## config.mk

```make
export PLATFORM = sky130hd
export DESIGN_NAME = fetch_unit
export DESIGN_NICKNAME = d
export VERILOG_FILES = /design/src/rtl/fetch_pkg.sv /design/src/rtl/fetch_queue.sv /design/src/rtl/fetch_unit.sv
export SDC_FILE = /design/constraint.sdc
export NUM_CORES = 1
export LEC_CHECK = 0
export CORE_MARGIN = 8
export CORE_UTILIZATION = 45
export CTS_CLUSTER_DIAMETER = 120
export DETAILED_ROUTE_END_ITERATION = 12
export PLACE_DENSITY = 0.72
export SYNTH_ARGS = -nofsm -noshare
export SYNTH_HDL_FRONTEND = slang
export SYNTH_HIERARCHICAL = 1
export SYNTH_SLANG_ARGS = --single-unit
export TNS_END_PERCENT = 20
```

## constraint.sdc

```tcl
create_clock -name clk -period 7.2 [get_ports clk]
set_clock_uncertainty 0.15 [all_clocks]
set_input_delay 2.16 -clock clk [delete_from_list [all_inputs] [get_ports clk]]
set_output_delay 2.16 -clock clk [all_outputs]
set_load 0.05 [all_outputs]
```

## src/rtl/fetch_pkg.sv

```systemverilog
// fetch_pkg: constants and helpers shared by the instruction-fetch front end.
// Provides the instruction word size, PC alignment mask and counter-width helper.
package fetch_pkg;

    localparam int WORD_BYTES = 4;
    localparam int INSTR_W    = 32;
    localparam int ALIGN_MASK = WORD_BYTES - 1;

    // Bits needed to hold the values 0..max_val inclusive.
    function automatic int cnt_w(input int max_val);
        return $clog2(max_val) + 1;
    endfunction

endpackage

```

## src/rtl/fetch_queue.sv

```systemverilog
// fetch_queue: synchronous FIFO holding {pc, instr} entries for the IF/ID boundary.
// Ports: clk, rst (sync, active-low), flush, push/push_data, pop, head (0 when empty), count.
module fetch_queue
    import fetch_pkg::*;
#(
    parameter int DEPTH = 4,
    parameter int WIDTH = 64
) (
    input  logic                    clk,
    input  logic                    rst,
    input  logic                    flush,
    input  logic                    push,
    input  logic [WIDTH-1:0]        push_data,
    input  logic                    pop,
    output logic [WIDTH-1:0]        head,
    output logic [cnt_w(DEPTH)-1:0] count
);

    localparam int PW = $clog2(DEPTH);
    localparam int CW = cnt_w(DEPTH);

    logic [WIDTH-1:0] mem [DEPTH];
    logic [PW-1:0]    rd_ptr;
    logic [PW-1:0]    wr_ptr;
    logic             do_push;
    logic             do_pop;

    // Flush voids any push or pop in the same cycle.
    assign do_push = push && !flush;
    assign do_pop  = pop && (count != '0) && !flush;

    // Head reads as zero when empty so the outputs are clean after reset.
    assign head = (count != '0) ? mem[rd_ptr] : '0;

    always_ff @(posedge clk) begin
        if (do_push) begin
            mem[wr_ptr] <= push_data;
        end
    end

    always_ff @(posedge clk) begin
        if (!rst) begin
            rd_ptr <= '0;
            wr_ptr <= '0;
            count  <= '0;
        end else if (flush) begin
            rd_ptr <= '0;
            wr_ptr <= '0;
            count  <= '0;
        end else begin
            if (do_push) begin
                wr_ptr <= wr_ptr + PW'(1);
            end
            if (do_pop) begin
                rd_ptr <= rd_ptr + PW'(1);
            end
            unique case (1'b1)
                (do_push && !do_pop): count <= count + CW'(1);
                (do_pop && !do_push): count <= count - CW'(1);
                default:              count <= count;
            endcase
        end
    end

    // The issue credit keeps a push from ever landing on a full queue.
    always_ff @(posedge clk) begin
        if (rst && do_push && !do_pop) begin
            assert (count != CW'(DEPTH));
        end
    end

endmodule

```

## src/rtl/fetch_unit.sv

```systemverilog
// fetch_unit: pipelined instruction fetch with prefetch queue and redirect flush.
// Ports: clk, rst (sync, active-low); imem_req_* / imem_rsp_* memory side;
// redirect_valid/redirect_pc from ID; out_valid/out_ready/out_pc/out_instr to IF/ID; occupancy.
module fetch_unit
    import fetch_pkg::*;
#(
    parameter int                ADDR_W   = 32,
    parameter int                DEPTH    = 4,
    parameter int                MAX_OUT  = 2,
    parameter logic [ADDR_W-1:0] RESET_PC = '0
) (
    input  logic                  clk,
    input  logic                  rst,
    output logic                  imem_req_valid,
    input  logic                  imem_req_ready,
    output logic [ADDR_W-1:0]     imem_req_addr,
    input  logic                  imem_rsp_valid,
    input  logic [INSTR_W-1:0]    imem_rsp_data,
    input  logic                  redirect_valid,
    input  logic [ADDR_W-1:0]     redirect_pc,
    output logic                  out_valid,
    input  logic                  out_ready,
    output logic [ADDR_W-1:0]     out_pc,
    output logic [INSTR_W-1:0]    out_instr,
    output logic [$clog2(DEPTH):0] occupancy
);

    localparam int OW = cnt_w(MAX_OUT);
    localparam int QW = cnt_w(DEPTH);
    localparam int SW = ((OW > QW) ? OW : QW) + 1;
    localparam int EW = ADDR_W + INSTR_W;

    logic [ADDR_W-1:0] fetch_pc;
    logic [ADDR_W-1:0] rsp_pc;
    logic [ADDR_W-1:0] target;
    logic [OW-1:0]     outstanding;
    logic [OW-1:0]     outstanding_next;
    logic [OW-1:0]     drop;
    logic [SW-1:0]     credit_used;
    logic              req_fire;
    logic              push;
    logic              pop;
    logic [EW-1:0]     head;

    assign target = redirect_pc & ~ADDR_W'(ALIGN_MASK);

    // Slots already promised: queued entries plus live (non-dropped) requests.
    assign credit_used = SW'(occupancy) + SW'(outstanding) - SW'(drop);

    // Held low while reset is asserted so nothing is offered to the memory.
    assign imem_req_valid = rst && !redirect_valid
                          && (credit_used < SW'(DEPTH))
                          && (outstanding < OW'(MAX_OUT));
    assign imem_req_addr  = fetch_pc;

    assign req_fire = imem_req_valid && imem_req_ready;
    assign push     = imem_rsp_valid && (drop == '0) && !redirect_valid;
    assign pop      = out_valid && out_ready && !redirect_valid;

    assign outstanding_next = outstanding + OW'(req_fire) - OW'(imem_rsp_valid);

    always_ff @(posedge clk) begin
        if (!rst) begin
            fetch_pc    <= RESET_PC;
            rsp_pc      <= RESET_PC;
            outstanding <= '0;
            drop        <= '0;
        end else begin
            outstanding <= outstanding_next;
            if (redirect_valid) begin
                fetch_pc <= target;
                rsp_pc   <= target;
                // Every request still in flight after this cycle is wrong-path.
                drop     <= outstanding_next;
            end else begin
                if (req_fire) begin
                    fetch_pc <= fetch_pc + ADDR_W'(WORD_BYTES);
                end
                if (push) begin
                    rsp_pc <= rsp_pc + ADDR_W'(WORD_BYTES);
                end
                if (imem_rsp_valid && (drop != '0)) begin
                    drop <= drop - OW'(1);
                end
            end
        end
    end

    always_ff @(posedge clk) begin
        if (rst) begin
            if (imem_rsp_valid) begin
                assert (outstanding != '0);
            end
            assert (drop <= outstanding);
        end
    end

    fetch_queue #(
        .DEPTH (DEPTH),
        .WIDTH (EW)
    ) u_queue (
        .clk       (clk),
        .rst       (rst),
        .flush     (redirect_valid),
        .push      (push),
        .push_data ({rsp_pc, imem_rsp_data}),
        .pop       (pop),
        .head      (head),
        .count     (occupancy)
    );

    assign out_valid = (occupancy != '0);
    assign out_pc    = head[EW-1:INSTR_W];
    assign out_instr = head[INSTR_W-1:0];

endmodule

```

==> results of run 1 <==
## worst min-delay path by stage
stage	startpoint	end	slack, ns	cells past startpoint
floorplan	u_queue/rd_ptr[1]	flip-flop	0.31	2
global placement	u_queue/rd_ptr[1]	flip-flop	0.31	2
detailed placement	u_queue/rd_ptr[1]	flip-flop	0.33	2
CTS	u_queue/rd_ptr[1]	flip-flop	0.34	2
global route	u_queue/rd_ptr[1]	flip-flop	0.39	2
finish	u_queue/rd_ptr[1]	flip-flop	0.34	2
## worst min-delay path: cells and delay by family (launching register included)
family / cells / cell delay [ns]
AO/OA/AOI/OAI: 2 / 0.13
flip-flops: 1 / 0.30
## power groups by stage
stage	clock network (mW)	registers [mW]	logic [mW]
after detailed placement	0	2.19	0.344
final	1.71	2.15	0.345
after floorplan	0	2.21	0.180
after CTS	1.76	2.14	0.347
after global routing	1.84	2.15	0.373
after global placement	0	2.18	0.340
## cell families (layout without fill, tap and decap cells)
| group | Yosys count | after routing | share of synthesized area |
|---|---|---|---|
| flip-flops | 329 | 329 | 0.655 |
| AND/OR/NAND/NOR | 274 | 274 | 0.108 |
| AO/OA/AOI/OAI | 122 | 122 | 0.0579 |
| multiplexers | 76 | 76 | 0.112 |
| buffers and inverters | 76 | 264 | 0.0278 |
| XOR/XNOR | 39 | 39 | 0.0244 |
| adder cells (fa/ha/maj) | 15 | 15 | 0.0145 |
| other | 1 | 10 | 0.000268 |
## cell type report
type / instances / area, um2
multi-input combinational: 536 / 4480
fill: 2473 / 13500
timing repair buffer: 178 / 1760
clock inverter: 8 / 65.1
inverter: 24 / 92.6
tap: 396 / 495
clock buffer: 54 / 1050
sequential: 329 / 9150
## metrics by stage
step / hold slack [ns] / setup WS, ns / utilization / power (mW)
floorplan: 0.309 / 1.10 / - / 2.39
global placement: 0.313 / 1.52 / 0.523 / 2.52
detailed placement: 0.331 / 1.54 / 0.523 / 2.53
CTS: 0.342 / 1.47 / 0.559 / 4.25
global route: 0.393 / 1.32 / 0.559 / 4.37
finish: 0.339 / 1.48 / 0.559 / 4.21
## metal layers
layer,vias to the layer above,routed length (um)
li1,3909,-
met1,4103,13600
met2,277,13700
met3,40,2060
met4,0,676
met5,-,0
## registers in the layout, summed over array words and instances, names as in the netlist, named ones only
name            flops
outstanding         2
drop                2
u_queue/count       3
u_queue/wr_ptr      2
rsp_pc             30
u_queue/rd_ptr      2
imem_req_addr      30
u_queue/mem       256
## cell usage after synthesis (14+ instances only)
| library cell | number | area, um2 |
|---|---|---|
| a21oi_1 | 30 | 150 |
| nor2b_1 | 62 | 388 |
| and2_1 | 15 | 93.8 |
| nor2_1 | 33 | 124 |
| dfxtp_1 | 73 | 1460 |
| clkbuf_1 | 29 | 109 |
| edfxtp_1 | 256 | 7690 |
| o21ai_0 | 27 | 135 |
| nor3_1 | 14 | 70.1 |
| xor2_1 | 22 | 193 |
| nand2_1 | 51 | 191 |
| mux4_2 | 64 | 1440 |
| nand3_1 | 27 | 135 |
| nand4_1 | 17 | 106 |
| inv_1 | 22 | 82.6 |
| xnor2_1 | 17 | 149 |
==> impl_metrics.sql, run 1 <==
INSERT INTO impl_metrics (metric_group, metric, value, unit) VALUES
('placement', 'dp_hpwl', '18800', 'um'),
('layout', 'design.final.nets', '1188', ''),
('sta', 'final-max-slew-violation-count', '0', ''),
('worst_setup_path', 'cp_common_cell', 'inv_1', ''),
('sta', 'timing.final.hold_violations', '0', ''),
('global_route', 'grt_antenna_before_repair', '0', ''),
('placement', 'io_buffers', '166', ''),
('yosys', 'synth_edf_count', '256', ''),
('sta', 'accumulated_negative_setup_slack', '0', 'ns'),
('global_route', 'grt_remaining_overflow', '0', ''),
('yosys', 'synth_area', '14000', 'um2'),
('sta', 'min_period_over_period', '0.795', ''),
('global_route', 'first_global_vias', '8417', ''),
('worst_setup_path', 'cp_num_cells', '8', ''),
('yosys', 'syn-mean-instance-area', '15.0', 'um2'),
('drt', 'drt_first_iter_violations', '567', ''),
('worst_setup_path', 'cp_slowest_cell', 'or4_4', ''),
('worst_setup_path', 'endpoint_kind', 'output pin', ''),
('pwr', 'net-switching-power', '0.929', 'mW'),
('min_path', 'worstHoldPathType', 'reg2reg', ''),
('pwr', 'cell_internal_pwr', '3.28', 'mW'),
('floorplan', 'dieHeight', '192', 'um'),
('clock_network', 'cts.htree.levels', '2', ''),
('worst_setup_path', 'path_delay_family', 'adder cells', ''),
('floorplan', 'fp.coreArea', '30600', 'um2'),
('worst_setup_path', 'critical_path.startpoint', 'u_queue/count[1]', ''),
('sta', 'final.min_clock_period', '5.72', 'ns'),
('drt', 'wl_per_cell', '19.7', 'um'),
('pwr', 'p_per_area', '246', 'nW/um2'),
('sta', 'worst_pin_slew', '1.06', 'ns'),
('yosys', 'async_flop_share', '0', ''),
('worst_setup_path', 'critical_path_buf_inv_count', '3', ''),
('clock_network', 'numCtsBuffers', '34', ''),
('clock_network', 'cts_root_buffer', 'clkbuf_16', ''),
('floorplan', 'die_width', '192', 'um'),
('clock_network', 'insertion_delay_to_the_later_sink_of_the_worst_skew_pair', '0.50', 'ns'),
('drt', 'avgViaCountPerCell', '5.46', ''),
('yosys', 'yosysSeqAreaShare', '0.655', ''),
('status', 'outcome', 'completed', ''),
('layout', 'layout.cells.most_common_list', '256 x edfxtp_1, 165 x clkdlybuf4s50_1, 71 x dfxtp_1', ''),
('worst_setup_path', 'r2r-start', 'u_queue/count[1]', ''),
('worst_setup_path', 'critical_path.reg2reg.endpoint', 'drop[1]', ''),
('global_route', 'met2_usage', '0.252', ''),
('worst_setup_path', 'cp_max_fo', '8', ''),
('sta', 'slew_headroom', '0.294', ''),
('clock_network', 'hold_buffers', '0', ''),
('yosys', 'netlist_instances', '932', ''),
('sta', 'finalSetupViolCount', '0', ''),
('layout', 'fin_area', '17100', 'um2'),
('pwr', 'netSwitchingFraction', '0.221', ''),
('layout', 'area_growth', '22.4', '%'),
('yosys', 'synthDistinctLibCells', '61', ''),
('pwr', 'vdd_drop_max', '0.000123', 'V'),
('yosys', 'ys_ff_latch', '329', ''),
('worst_setup_path', 'slowest_stage_delay_cp', '0.58', 'ns'),
('clock_network', 'post_cts_resized', '0', ''),
('floorplan', 'die_area', '36900', 'um2'),
('drt', 'remaining_drc_errors', '0', ''),
('drt', 'vias', '8329', ''),
('clock_network', 'cts.reportedPaths.clkPinSlew', '0.06', 'ns'),
('worst_setup_path', 'crit_end', 'imem_req_valid', ''),
('global_route', 'global_route_wire_length_before_repair', '46900', 'um'),
('layout', 'antenna_cells', '0', ''),
('clock_network', 'buffer_count_from_post_cts_setup_fixing', '0', ''),
('layout', 'layout_cells_sized_above_1', '0.128', ''),
('floorplan', 'fp-row-count', '64', ''),
('global_route', 'groute.layer.met1.usage', '0.220', ''),
('global_route', 'globalRouteMet3Util', '0.0392', ''),
('clock_network', 'cts.sink_count', '329', ''),
('worst_setup_path', 'worstPathArrival', '3.41', 'ns'),
('worst_setup_path', 'regToRegSetupSlack', '3.15', 'ns');
No activity file was read; power rests on OpenSTA's default activity.
==> run 2: changes to the inputs <==
PLACE_DENSITY = 0.74   (was 0.72)
clock period = 5.11 ns   (was 7.2 ns; I/O delays follow)
==> run 2 against run 1 <==
Against the previous run: power up 43%; wire length up 1.6%; final cell count up 0.92%; via count up 2.0%; critical path depth unchanged; flip-flop and latch count unchanged; combinational power up 43%; clock-buffer cell count down 9; utilization up 0.93 points.
==> impl_metrics.sql, run 2 (synthesized netlist as in run 1, its figures left out) <==
INSERT INTO impl_metrics (metric_group, metric, value, unit) VALUES
('drt', 'wl_per_cell', '19.9', 'um'),
('pwr', 'power.static_leakage', '5.58', 'nW'),
('clock_network', 'tritoncts', 'yes', ''),
('sta', 'final-max-slew-violation-count', '0', ''),
('placement', 'placement.setup.worst_slack', '0.690', 'ns'),
('sta', 'grt_setup_unrepaired', 'false', ''),
('worst_setup_path', 'cp_max_fo', '8', ''),
('sta', 'slew_headroom', '0.422', ''),
('clock_network', 'cts_root_buffer', 'clkbuf_16', ''),
('flow_run', 'cap_viol_max_count', '0', ''),
('clock_network', 'cts-root-to-sink-buffers', '3', ''),
('layout', 'antenna_cells', '0', ''),
('worst_setup_path', 'worstPathArrival', '3.21', 'ns'),
('worst_setup_path', 'criticalPathCategory', 'reg2out', ''),
('worst_setup_path', 'start_kind', 'flip-flop', ''),
('global_route', 'global_route_wire_length_before_repair', '48100', 'um'),
('placement', 'io_buffers', '166', ''),
('layout', 'design.final.nets', '1202', ''),
('floorplan', 'dieHeight', '192', 'um'),
('global_route', 'groute.layer.met1.usage', '0.226', ''),
('worst_setup_path', 'critical_path_buf_inv_count', '3', ''),
('min_path', 'worstHoldPathType', 'reg2reg', ''),
('drt', 'postRouteWirelength', '30600', 'um'),
('sta', 'min_period_over_period', '0.958', ''),
('worst_setup_path', 'endpoint_kind', 'output pin', ''),
('layout', 'fin_area', '17400', 'um2'),
('placement', 'place_congestion', '0.861', ''),
('layout', 'final.fill_count', '2432', ''),
('worst_setup_path', 'crit_required', '3.43', 'ns'),
('placement', 'dp_hpwl', '20300', 'um'),
('floorplan', 'initial_utilization', '0.457', ''),
('drt', 'avgViaCountPerCell', '5.52', ''),
('worst_setup_path', 'critical_path.cell_chain', 'inv_1 > fa_1 > inv_1 > ha_1 > and3b_1 > o211ai_1 > a211oi_2 > buf_12', ''),
('placement', 'dpl.cell_count', '1475', ''),
('pwr', 'p_per_area', '347', 'nW/um2'),
('drt', 'drt-pass1-iter-count', '5', ''),
('layout', 'final_common_cell', 'edfxtp_1', ''),
('global_route', 'grt_antenna_before_repair', '0', ''),
('clock_network', 'buffer_count_from_post_cts_setup_fixing', '0', ''),
('sta', 'finalSetupViolCount', '0', ''),
('global_route', 'groute.usage.overall', '0.165', ''),
('drt', 'remaining_drc_errors', '0', ''),
('sta', 'fin_ws', '0.214', 'ns'),
('pwr', 'fin_total_pwr', '6.03', 'mW'),
('floorplan', 'fp-row-count', '64', ''),
('global_route', 'globalRouteMet3Util', '0.0383', ''),
('floorplan', 'fp.coreArea', '30600', 'um2'),
('layout', 'largest_reg_flops', '256', ''),
('worst_setup_path', 'cp_common_cell', 'inv_1', ''),
('sta', 'hold_ws', '0.340', 'ns'),
('worst_setup_path', 'path_delay_family', 'compound AO/OA/AOI/OAI gates', ''),
('global_route', 'first_global_vias', '8651', ''),
('layout', 'fin_util', '0.568', ''),
('layout', 'stdcell_count', '1539', ''),
('clock_network', 'numCtsBuffers', '36', ''),
('placement', 'placedInstanceArea', '16200', 'um2'),
('drt', 'vias', '8496', ''),
('floorplan', 'io-pin-count', '171', ''),
('clock_network', 'cts.htree.levels', '2', ''),
('global_route', 'grt_remaining_overflow', '0', ''),
('global_route', 'met2_usage', '0.263', ''),
('sta', 'worst_pin_slew', '0.845', 'ns'),
('pwr', 'vdd_drop_max', '0.000195', 'V'),
('global_route', 'grt.busiest_layer', 'met2', ''),
('worst_setup_path', 'slowest_stage_delay_cp', '0.68', 'ns'),
('clock_network', 'cts.reportedPaths.clkPinSlew', '0.06', 'ns'),
('layout', 'layout.cells.most_common_list', '256 x edfxtp_1, 165 x clkdlybuf4s50_1, 71 x dfxtp_1', ''),
('sta', 'accumulated_negative_setup_slack', '0', 'ns'),
('worst_setup_path', 'cp_slowest_cell', 'o211ai_1', ''),
('status', 'outcome', 'completed', ''),
('clock_network', 'insertion_delay_to_the_later_sink_of_the_worst_skew_pair', '0.51', 'ns'),
('layout', 'largest_register', 'u_queue/mem', ''),
('sta', 'final.min_clock_period', '4.90', 'ns'),
('drt', 'drt_first_iter_violations', '502', ''),
('drt', 'drtAntennaViolNets', '0', ''),
('floorplan', 'die_width', '192', 'um'),
('sta', 'achievable-frequency', '0.204', 'GHz'),
('global_route', 'maximum_number_of_pins_on_one_net_before_global_route_repair', '75', ''),
('layout', 'area_growth', '24.5', '%'),
('clock_network', 'cts.sink_count', '329', ''),
('clock_network', 'post_cts_resized', '0', ''),
('sta', 'timing.final.hold_violations', '0', ''),
('floorplan', 'die_area', '36900', 'um2'),
('clock_network', 'hold_buffers', '0', ''),
('layout', 'layout_cells_sized_above_1', '0.141', '');
run 2: cell types whose count changed in the layout (fill, tap and decap cells not counted):
cell,change
inv_8,+1
clkbuf_8,-4
a211oi_1,-1
clkbuf_1,-4
clkbuf_2,-1
a211oi_2,+1
inv_6,+2
buf_12,+12
clkinv_1,+3
clkinv_2,+3
bufinv_16,+2
run 2: layer usage:
metal  vias to the layer above  share of wire
li1                       3949              -
met1                      4232           0.44
met2                       273           0.47
met3                        42          0.069
met4                         0          0.018
met5                         -              0
run 2: path summary, 6_finish.rpt:
check	start	end	slack [ns]	cells past startpoint
max	u_queue/count[1]	imem_req_valid	0.21	8
min	u_queue/rd_ptr[1]	flip-flop	0.34	2
max reg2reg	u_queue/count[1]	drop[1]	1.14	15
min reg2reg	u_queue/rd_ptr[1]	flip-flop	0.34	2
run 2: report_power, final:
| group | switching (mW) | internal (mW) | total, mW |
|---|---|---|---|
| registers | 0.0688 | 2.96 | 3.02 |
| logic | 0.289 | 0.205 | 0.494 |
| clock network | 0.997 | 1.51 | 2.51 |
| total | 1.36 | 4.67 | 6.03 |
run 2: final cells by class:
cell class	instances	area (um2)	area share
Tap cell	396	495	0.0285
Clock inverter	19	180	0.0104
Multi-Input combinational cell	536	4490	0.258
Inverter	24	92.6	0.00532
Clock buffer	45	976	0.0561
Sequential cell	329	9150	0.526
Timing Repair Buffer	190	2000	0.115
run 2: worst reg2reg max path: cells and delay by family, from the launching register on:
| family | cells | cell delay (ns) |
|---|---|---|
| compound gates | 3 | 0.94 |
| fa+ha+maj | 4 | 1.26 |
| flops | 1 | 0.48 |
| simple gates | 2 | 0.24 |
| buf+inv | 4 | 0.50 |
| xor+xnor | 2 | 0.30 |
